==> src/rtl/int_res_vec_reader.sv <==
// -----------------------------------------------------------------------------
// int_res_vec_reader
//
// Streaming read sequencer that sits directly upstream of the
// intermediate-results memory read port. A start command launches a strided
// sequence of single- or double-width reads. The 1-cycle-latency return data
// is captured into a 2-entry skid FIFO and presented on a valid/ready stream.
// The memory cannot stall, so reads are only issued while the FIFO has room
// for every read that is already on its way back.
//
// Optional feature: define INT_RES_RD_STALL_CNT_EN to build the backpressure
// counter behind stall_cycles; without it stall_cycles is tied to zero.
//
// Ports
//   clk                clock, rising edge
//   rst_n              asynchronous reset, active HIGH (name kept for the bus)
//   start              command strobe, accepted only while idle
//   start_addr         first element address
//   len                number of elements (0 = immediate done, no reads)
//   stride             address increment per element (wraps mod 2^ADDR_W)
//   cmd_data_width     0 = single width, 1 = double width
//   cmd_format         int-res format code
//   busy               high from accepted start until done
//   done               one-cycle pulse after the last element is accepted
//   mem_rd_en          memory read enable
//   mem_rd_addr        memory read address
//   mem_rd_data_width  latched read width (held for the whole command)
//   mem_rd_format      latched read format (held for the whole command)
//   mem_rd_data        read data, valid the cycle after mem_rd_en
//   out_valid          stream valid
//   out_ready          stream ready
//   out_data           stream data (FIFO head)
//   out_last           marks the final element
//   stall_cycles       backpressure cycle counter (saturating)
// -----------------------------------------------------------------------------
module int_res_vec_reader #(
  parameter int ADDR_W = 14,
  parameter int LEN_W  = 10,
  parameter int DATA_W = 22,
  parameter int FMT_W  = 3
) (
  input  logic              clk,
  input  logic              rst_n,
  input  logic              start,
  input  logic [ADDR_W-1:0] start_addr,
  input  logic [LEN_W-1:0]  len,
  input  logic [ADDR_W-1:0] stride,
  input  logic              cmd_data_width,
  input  logic [FMT_W-1:0]  cmd_format,
  output logic              busy,
  output logic              done,
  output logic              mem_rd_en,
  output logic [ADDR_W-1:0] mem_rd_addr,
  output logic              mem_rd_data_width,
  output logic [FMT_W-1:0]  mem_rd_format,
  input  logic [DATA_W-1:0] mem_rd_data,
  output logic              out_valid,
  input  logic              out_ready,
  output logic [DATA_W-1:0] out_data,
  output logic              out_last,
  output logic [15:0]       stall_cycles
);

  typedef enum logic [1:0] {
    ST_IDLE  = 2'd0,
    ST_ISSUE = 2'd1,
    ST_DRAIN = 2'd2
  } state_t;

  state_t              state_r;
  state_t              state_s;

  logic [ADDR_W-1:0]   cur_addr_r;
  logic [ADDR_W-1:0]   stride_r;
  logic [LEN_W-1:0]    remain_r;
  logic                width_r;
  logic [FMT_W-1:0]    fmt_r;

  logic                inflight_r;
  logic                inflight_last_r;

  logic [DATA_W-1:0]   data0_r;
  logic [DATA_W-1:0]   data1_r;
  logic                last0_r;
  logic                last1_r;
  logic [1:0]          count_r;
  logic                valid_r;
  logic                out_last_r;

  logic [DATA_W-1:0]   data0_s;
  logic [DATA_W-1:0]   data1_s;
  logic                last0_s;
  logic                last1_s;
  logic [1:0]          count_s;

  logic                busy_r;
  logic                done_r;
  logic                done_s;

  logic                accept_s;
  logic                pop_s;
  logic                push_s;
  logic [2:0]          occ_s;
  logic                credit_ok_s;
  logic                issue_s;
  logic                last_issue_s;

  // Handshake and credit terms shared by the FSM and datapath.
  // A pop in the current cycle frees a slot before the new read can return,
  // which is what lets a continuous stream run at one element per cycle.
  // mem_rd_en is therefore combinational on out_ready.
  always_comb begin
    accept_s     = (state_r == ST_IDLE) && start;
    pop_s        = valid_r && out_ready;
    push_s       = inflight_r;
    occ_s        = 3'({1'b0, count_r}) + 3'({2'b00, inflight_r}) - 3'({2'b00, pop_s});
    credit_ok_s  = (occ_s < 3'd2);
    issue_s      = (state_r == ST_ISSUE) && credit_ok_s;
    last_issue_s = issue_s && (remain_r == LEN_W'(1));
  end

  // Next-state and done-pulse decode.
  always_comb begin
    state_s = state_r;
    done_s  = 1'b0;
    case (state_r)
      ST_IDLE: begin
        if (start) begin
          if (len != LEN_W'(0)) begin
            state_s = ST_ISSUE;
          end else begin
            done_s = 1'b1;
          end
        end else begin
          state_s = ST_IDLE;
        end
      end
      ST_ISSUE: begin
        if (last_issue_s) begin
          state_s = ST_DRAIN;
        end else begin
          state_s = ST_ISSUE;
        end
      end
      ST_DRAIN: begin
        if (pop_s && last0_r) begin
          state_s = ST_IDLE;
          done_s  = 1'b1;
        end else begin
          state_s = ST_DRAIN;
        end
      end
      default: begin
        state_s = ST_IDLE;
      end
    endcase
  end

  // Skid FIFO next-state: slot 0 is always the head.
  always_comb begin
    data0_s = data0_r;
    data1_s = data1_r;
    last0_s = last0_r;
    last1_s = last1_r;
    count_s = count_r;
    case ({push_s, pop_s})
      2'b10: begin
        if (count_r == 2'd0) begin
          data0_s = mem_rd_data;
          last0_s = inflight_last_r;
        end else begin
          data1_s = mem_rd_data;
          last1_s = inflight_last_r;
        end
        count_s = count_r + 2'd1;
      end
      2'b01: begin
        data0_s = data1_r;
        last0_s = last1_r;
        count_s = count_r - 2'd1;
      end
      2'b11: begin
        if (count_r == 2'd1) begin
          data0_s = mem_rd_data;
          last0_s = inflight_last_r;
        end else begin
          data0_s = data1_r;
          last0_s = last1_r;
          data1_s = mem_rd_data;
          last1_s = inflight_last_r;
        end
      end
      default: begin
        count_s = count_r;
      end
    endcase
  end

  // FSM state, status pulses and the read-in-flight tracker.
  always_ff @(posedge clk or posedge rst_n) begin
    if (rst_n) begin
      state_r         <= ST_IDLE;
      busy_r          <= 1'b0;
      done_r          <= 1'b0;
      inflight_r      <= 1'b0;
      inflight_last_r <= 1'b0;
    end else begin
      state_r         <= state_s;
      busy_r          <= (state_s != ST_IDLE);
      done_r          <= done_s;
      inflight_r      <= issue_s;
      inflight_last_r <= last_issue_s;
    end
  end

  // Command latch and address/count walk.
  always_ff @(posedge clk or posedge rst_n) begin
    if (rst_n) begin
      cur_addr_r <= '0;
      stride_r   <= '0;
      remain_r   <= '0;
      width_r    <= 1'b0;
      fmt_r      <= '0;
    end else if (accept_s) begin
      cur_addr_r <= start_addr;
      stride_r   <= stride;
      remain_r   <= len;
      width_r    <= cmd_data_width;
      fmt_r      <= cmd_format;
    end else if (issue_s) begin
      cur_addr_r <= cur_addr_r + stride_r;
      remain_r   <= remain_r - LEN_W'(1);
    end else begin
      cur_addr_r <= cur_addr_r;
      remain_r   <= remain_r;
    end
  end

  // FIFO storage and registered stream outputs.
  always_ff @(posedge clk or posedge rst_n) begin
    if (rst_n) begin
      data0_r    <= '0;
      data1_r    <= '0;
      last0_r    <= 1'b0;
      last1_r    <= 1'b0;
      count_r    <= 2'd0;
      valid_r    <= 1'b0;
      out_last_r <= 1'b0;
    end else begin
      data0_r    <= data0_s;
      data1_r    <= data1_s;
      last0_r    <= last0_s;
      last1_r    <= last1_s;
      count_r    <= count_s;
      valid_r    <= (count_s != 2'd0);
      out_last_r <= last0_s && (count_s != 2'd0);
    end
  end

`ifdef INT_RES_RD_STALL_CNT_EN
  logic [15:0] stall_r;

  // Saturating count of cycles where valid data waits on a stalled consumer.
  always_ff @(posedge clk or posedge rst_n) begin
    if (rst_n) begin
      stall_r <= 16'd0;
    end else if (accept_s) begin
      stall_r <= 16'd0;
    end else if (busy_r && valid_r && !out_ready && (stall_r != 16'hFFFF)) begin
      stall_r <= stall_r + 16'd1;
    end else begin
      stall_r <= stall_r;
    end
  end

  assign stall_cycles = stall_r;
`else
  assign stall_cycles = 16'd0;
`endif

  assign busy              = busy_r;
  assign done              = done_r;
  assign mem_rd_en         = issue_s;
  assign mem_rd_addr       = cur_addr_r;
  assign mem_rd_data_width = width_r;
  assign mem_rd_format     = fmt_r;
  assign out_valid         = valid_r;
  assign out_data          = data0_r;
  assign out_last          = out_last_r;

endmodule
==> config.mk <==
export PLATFORM = sky130hd
export DESIGN_NAME = int_res_vec_reader
export DESIGN_NICKNAME = d
export VERILOG_FILES = /design/src/rtl/int_res_vec_reader.sv
export SDC_FILE = /design/constraint.sdc
export NUM_CORES = 1
export LEC_CHECK = 0
export ABC_AREA = 1
export CORE_MARGIN = 2
export CORE_UTILIZATION = 30
export DETAILED_ROUTE_END_ITERATION = 8
export GPL_TIMING_DRIVEN = 0
export PLACE_DENSITY = 0.64
export SYNTH_ARGS = -nofsm -noshare
export SYNTH_HDL_FRONTEND = slang
export SYNTH_SLANG_ARGS = --single-unit
==> constraint.sdc <==
create_clock -name clk -period 3.45 [get_ports clk]
set_input_delay 0.69 -clock clk [delete_from_list [all_inputs] [get_ports clk]]
set_output_delay 0.69 -clock clk [all_outputs]
set_load 0.05 [all_outputs]
==> metrics.md <==
| Metric | Value |
|---|---|
| Status | `finished clean` |
| Synthesis-to-finish area growth | `34.9%` |
| Total core area | `0.0174 mm²` |
| Final wirelength | `13.4 mm` |
| Synth Area in XOR/XNOR | `1.31%` |
| Syn. warnings | `0` |
| Pre-antenna DRT Iters | `4` |
| Netlist cell types | `33` |
| Hold Worst Slack | `486 ps` |
| Vias in the first global route | `4,587` |
| Initial antenna violation count | `0` |
| Io pins | `129` |
| Actual slew at the worst max-slew pin | `545 ps` |
| Die ar. | `0.0189 mm²` |
| WL/cell | `12.4 µm` |
| P_leak | `3.55 nW` |
| Largest family of logic cells by synthesized area | `simple AND/OR/NAND/NOR gates` |
| # port buffers | `112` |
| GRT Total Usage | `15.0%` |
| Layout cell share with drive strength beyond 1 | `8.43%` |
| CP Capture Type | `output port` |
| Initial DRC Count | `265` |
| Root Buffer Master | `clkbuf_16` |
| CTS tree | `done` |
| Number of synthesized flops with an enable pin | `0` |
| Crit-path max FO | `15` |
| Synthesized area per cell | `7.55 µm²` |
| # diodes | `0` |
| Core Util, Final | `41.6%` |
| Register Area | `0.00245 mm²` |
| Clock skew | `5.29 ps` |
| Global-route wire length before repair | `22.1 mm` |
| Post-DP HPWL | `10.1 mm` |
| Nets | `937` |
| Worst VDD drop | `0.675 mV` |
| Unrepaired setup endpoints after global routing | `no` |
| Ys flop type | `dfrtp_1` |
| Post-DR vias/cell | `4.36` |
| Bufs on Longest Clock Path | `2` |
| Critical Path AT | `2640 ps` |
| Placed inst area | `0.00684 mm²` |
| Post-DRT Antenna Nets | `0` |
| Global-route congestion overflow total | `0` |
| Pwr/cell area | `1060 mW/mm²` |
| Placer Congestion | `0.881` |
| Die width | `138 µm` |
| Clock transition at path regs | `60 ps` |
| Row count | `48` |
| Post-synthesis compound-gate area fraction | `8.96%` |
| Top-area cell type share of the netlist area | `45.8%` |
| Routed via count | `4,706` |
| CP Launch Type | `input pin` |
| DRC | `0` |
| Clock sinks | `98` |
| Post-synth top area cell | `dfrtp_1` |
| Chip height | `138 µm` |
| #FFs+latches synth | `98` |
| Clock period minus worst slack | `3330 ps` |
| Effective utilization at floorplan | `30.8%` |
| Total power | `0.00764 W` |
| Largest net degree at the start of global routing | `70` |
| FFs w/ async S/R, synth | `100%` |
| HP Class | `flop to flop` |
| Pins Over Slew Limit | `0` |
| Relative slew slack | `63.7%` |
| Adder-Cell Fraction of Synth Area | `4.73%` |
| Final Hold Vio Count | `0` |
| Max Clk Rate | `300 MHz` |
| CTS Buf Count | `9` |
| Final period utilization | `96.5%` |
| Hold_buf cts | `0` |
| Worst skew pair latency | `350 ps` |
| Post-synthesis simple-gate area fraction | `27.8%` |
| Gate Count Post-Synth | `708` |
| Register area share after synthesis | `45.8%` |
| Final setup viols | `0` |
| Multi-input gate area | `0.00238 mm²` |
| Cell area after synthesis | `0.00535 mm²` |
| Multiplexer area fraction after synthesis | `0%` |
| Final instance area | `0.00722 mm²` |
| H-tree levels | `3` |
| Synth area leaders | `dfrtp_1, nand2_1, inv_1` |
| Max-cap viol count | `0` |
| Fill cells | `1,762` |
| Critical path class | `input pin to output port` |
| Req. time, crit path | `2760 ps` |
## stage by stage
| step | std cells | setup TNS, ps | setup slack, ps |
|---|---|---|---|
| finish | 1079 | 0 | 121 |
| global route | 1079 | 0 | 22.9 |
| CTS | 1078 | 0 | 4.07 |
| detailed placement | 1061 | -1050 | -1050 |
| global placement | 1060 | -140340 | -1430 |
| floorplan | 723 | 0 | 198 |
## synth_stat cells, drive strengths merged, types with 3 or more instances
library cell and n:
inv 93, xnor2 3, a21oi 9, ha 17, a31oi 24, xor2 5
nor3 3, nand3 28, dfrtp 98, buf 33, o211ai 9, o21ai 36
nand2 267, nand4 7, nor2 59, clkbuf 5
## worst max-delay path, cell delays in order
cell	delay [ps]
clkdlybuf4s50_1	500
nand2_4	90
nor2_4	150
o21ai_2	90
fa_1	490
inv_1	70
nor3_4	170
buf_6	220
buf_12	160
## layer usage
metal | vias to the layer above | global-route usage (%) | wire [µm]
li1 | 2464 | - | -
met1 | 2108 | 18.9 | 5980
met2 | 121 | 25.3 | 6270
met3 | 13 | 3.83 | 951
met4 | 0 | 4.24 | 169
met5 | - | 0 | 0
## registers in the layout, summed over array words and instances (netlist names), 2 cells and up
name and flops:
count_r 2, mem_rd_addr 14, mem_rd_format 3, stride_r 14, data1_r 22, remain_r 10, state_r 2, out_data 22
## placed cells by master, fill, tap and decap left out, types with 17 or more instances in the layout
master and count:
buf_4 23, dfrtp_1 98, a31oi_1 24, o21ai_0 17, nor2_1 55, ha_1 17, inv_1 87, nand3_1 27
nand2_1 264, clkdlybuf4s50_1 111, o21ai_1 18
## where the power goes
part	switching, W	total [W]	leakage [nW]	internal, W
Combinational	0.00289	0.00451	2.21	0.00161
Clock	0.000451	0.00109	0.152	0.000634
Sequential	0.000345	0.00205	1.19	0.00170
Total	0.00369	0.00764	3.55	0.00395
## kinds of logic (layout without fill, tap and decap cells)
kind of cell	after synthesis	after routing
simple gates	369	369
buf+inv	132	263
flops	98	98
compound gates	81	81
other cells	1	16
fa+ha+maj	19	19
xor+xnor	8	8
## final cells by class
cell class                      count  share of cell area, %
Buffer                             37                   3.35
Clock buffer                        9                   3.12
Clock inverter                      6                   1.25
Inverter                           94                   4.96
Multi-Input combinational cell    493                   32.9
Sequential cell                    98                   34.0
Tap cell                          225                   3.90
Timing Repair Buffer              117                   16.5
## path summary, 6_finish.rpt
kind | start | endpoint | slack [ps] | cells after the start
worst max-delay path | out_ready | mem_rd_en | 120 | 9
worst min-delay path | mem_rd_format[2]$_DFFE_PP0P_ | mem_rd_format[2]$_DFFE_PP0P_ | 490 | 2
worst max register to register | out_valid$_DFF_PP0_ | remain_r[4]$_DFFE_PP0P_ | 1130 | 13
worst min register to register | mem_rd_format[2]$_DFFE_PP0P_ | mem_rd_format[2]$_DFFE_PP0P_ | 490 | 2
max in group asynchronous | rst_n | mem_rd_addr[4]$_DFFE_PP0P_ | 2070 | 3
min in group asynchronous | rst_n | out_data[12]$_DFFE_PP0P_ | 690 | 2
## what timing repair did
| action | 4_1_cts | 5_1_grt |
|---|---|---|
| pin swaps | 2 | 2 |
| resized for setup | 14 | 7 |
| setup endpoints to repair | 1 | 1 |
| setup buffers | 2 | 2 |
No activity file was read; power rests on OpenSTA's default activity.
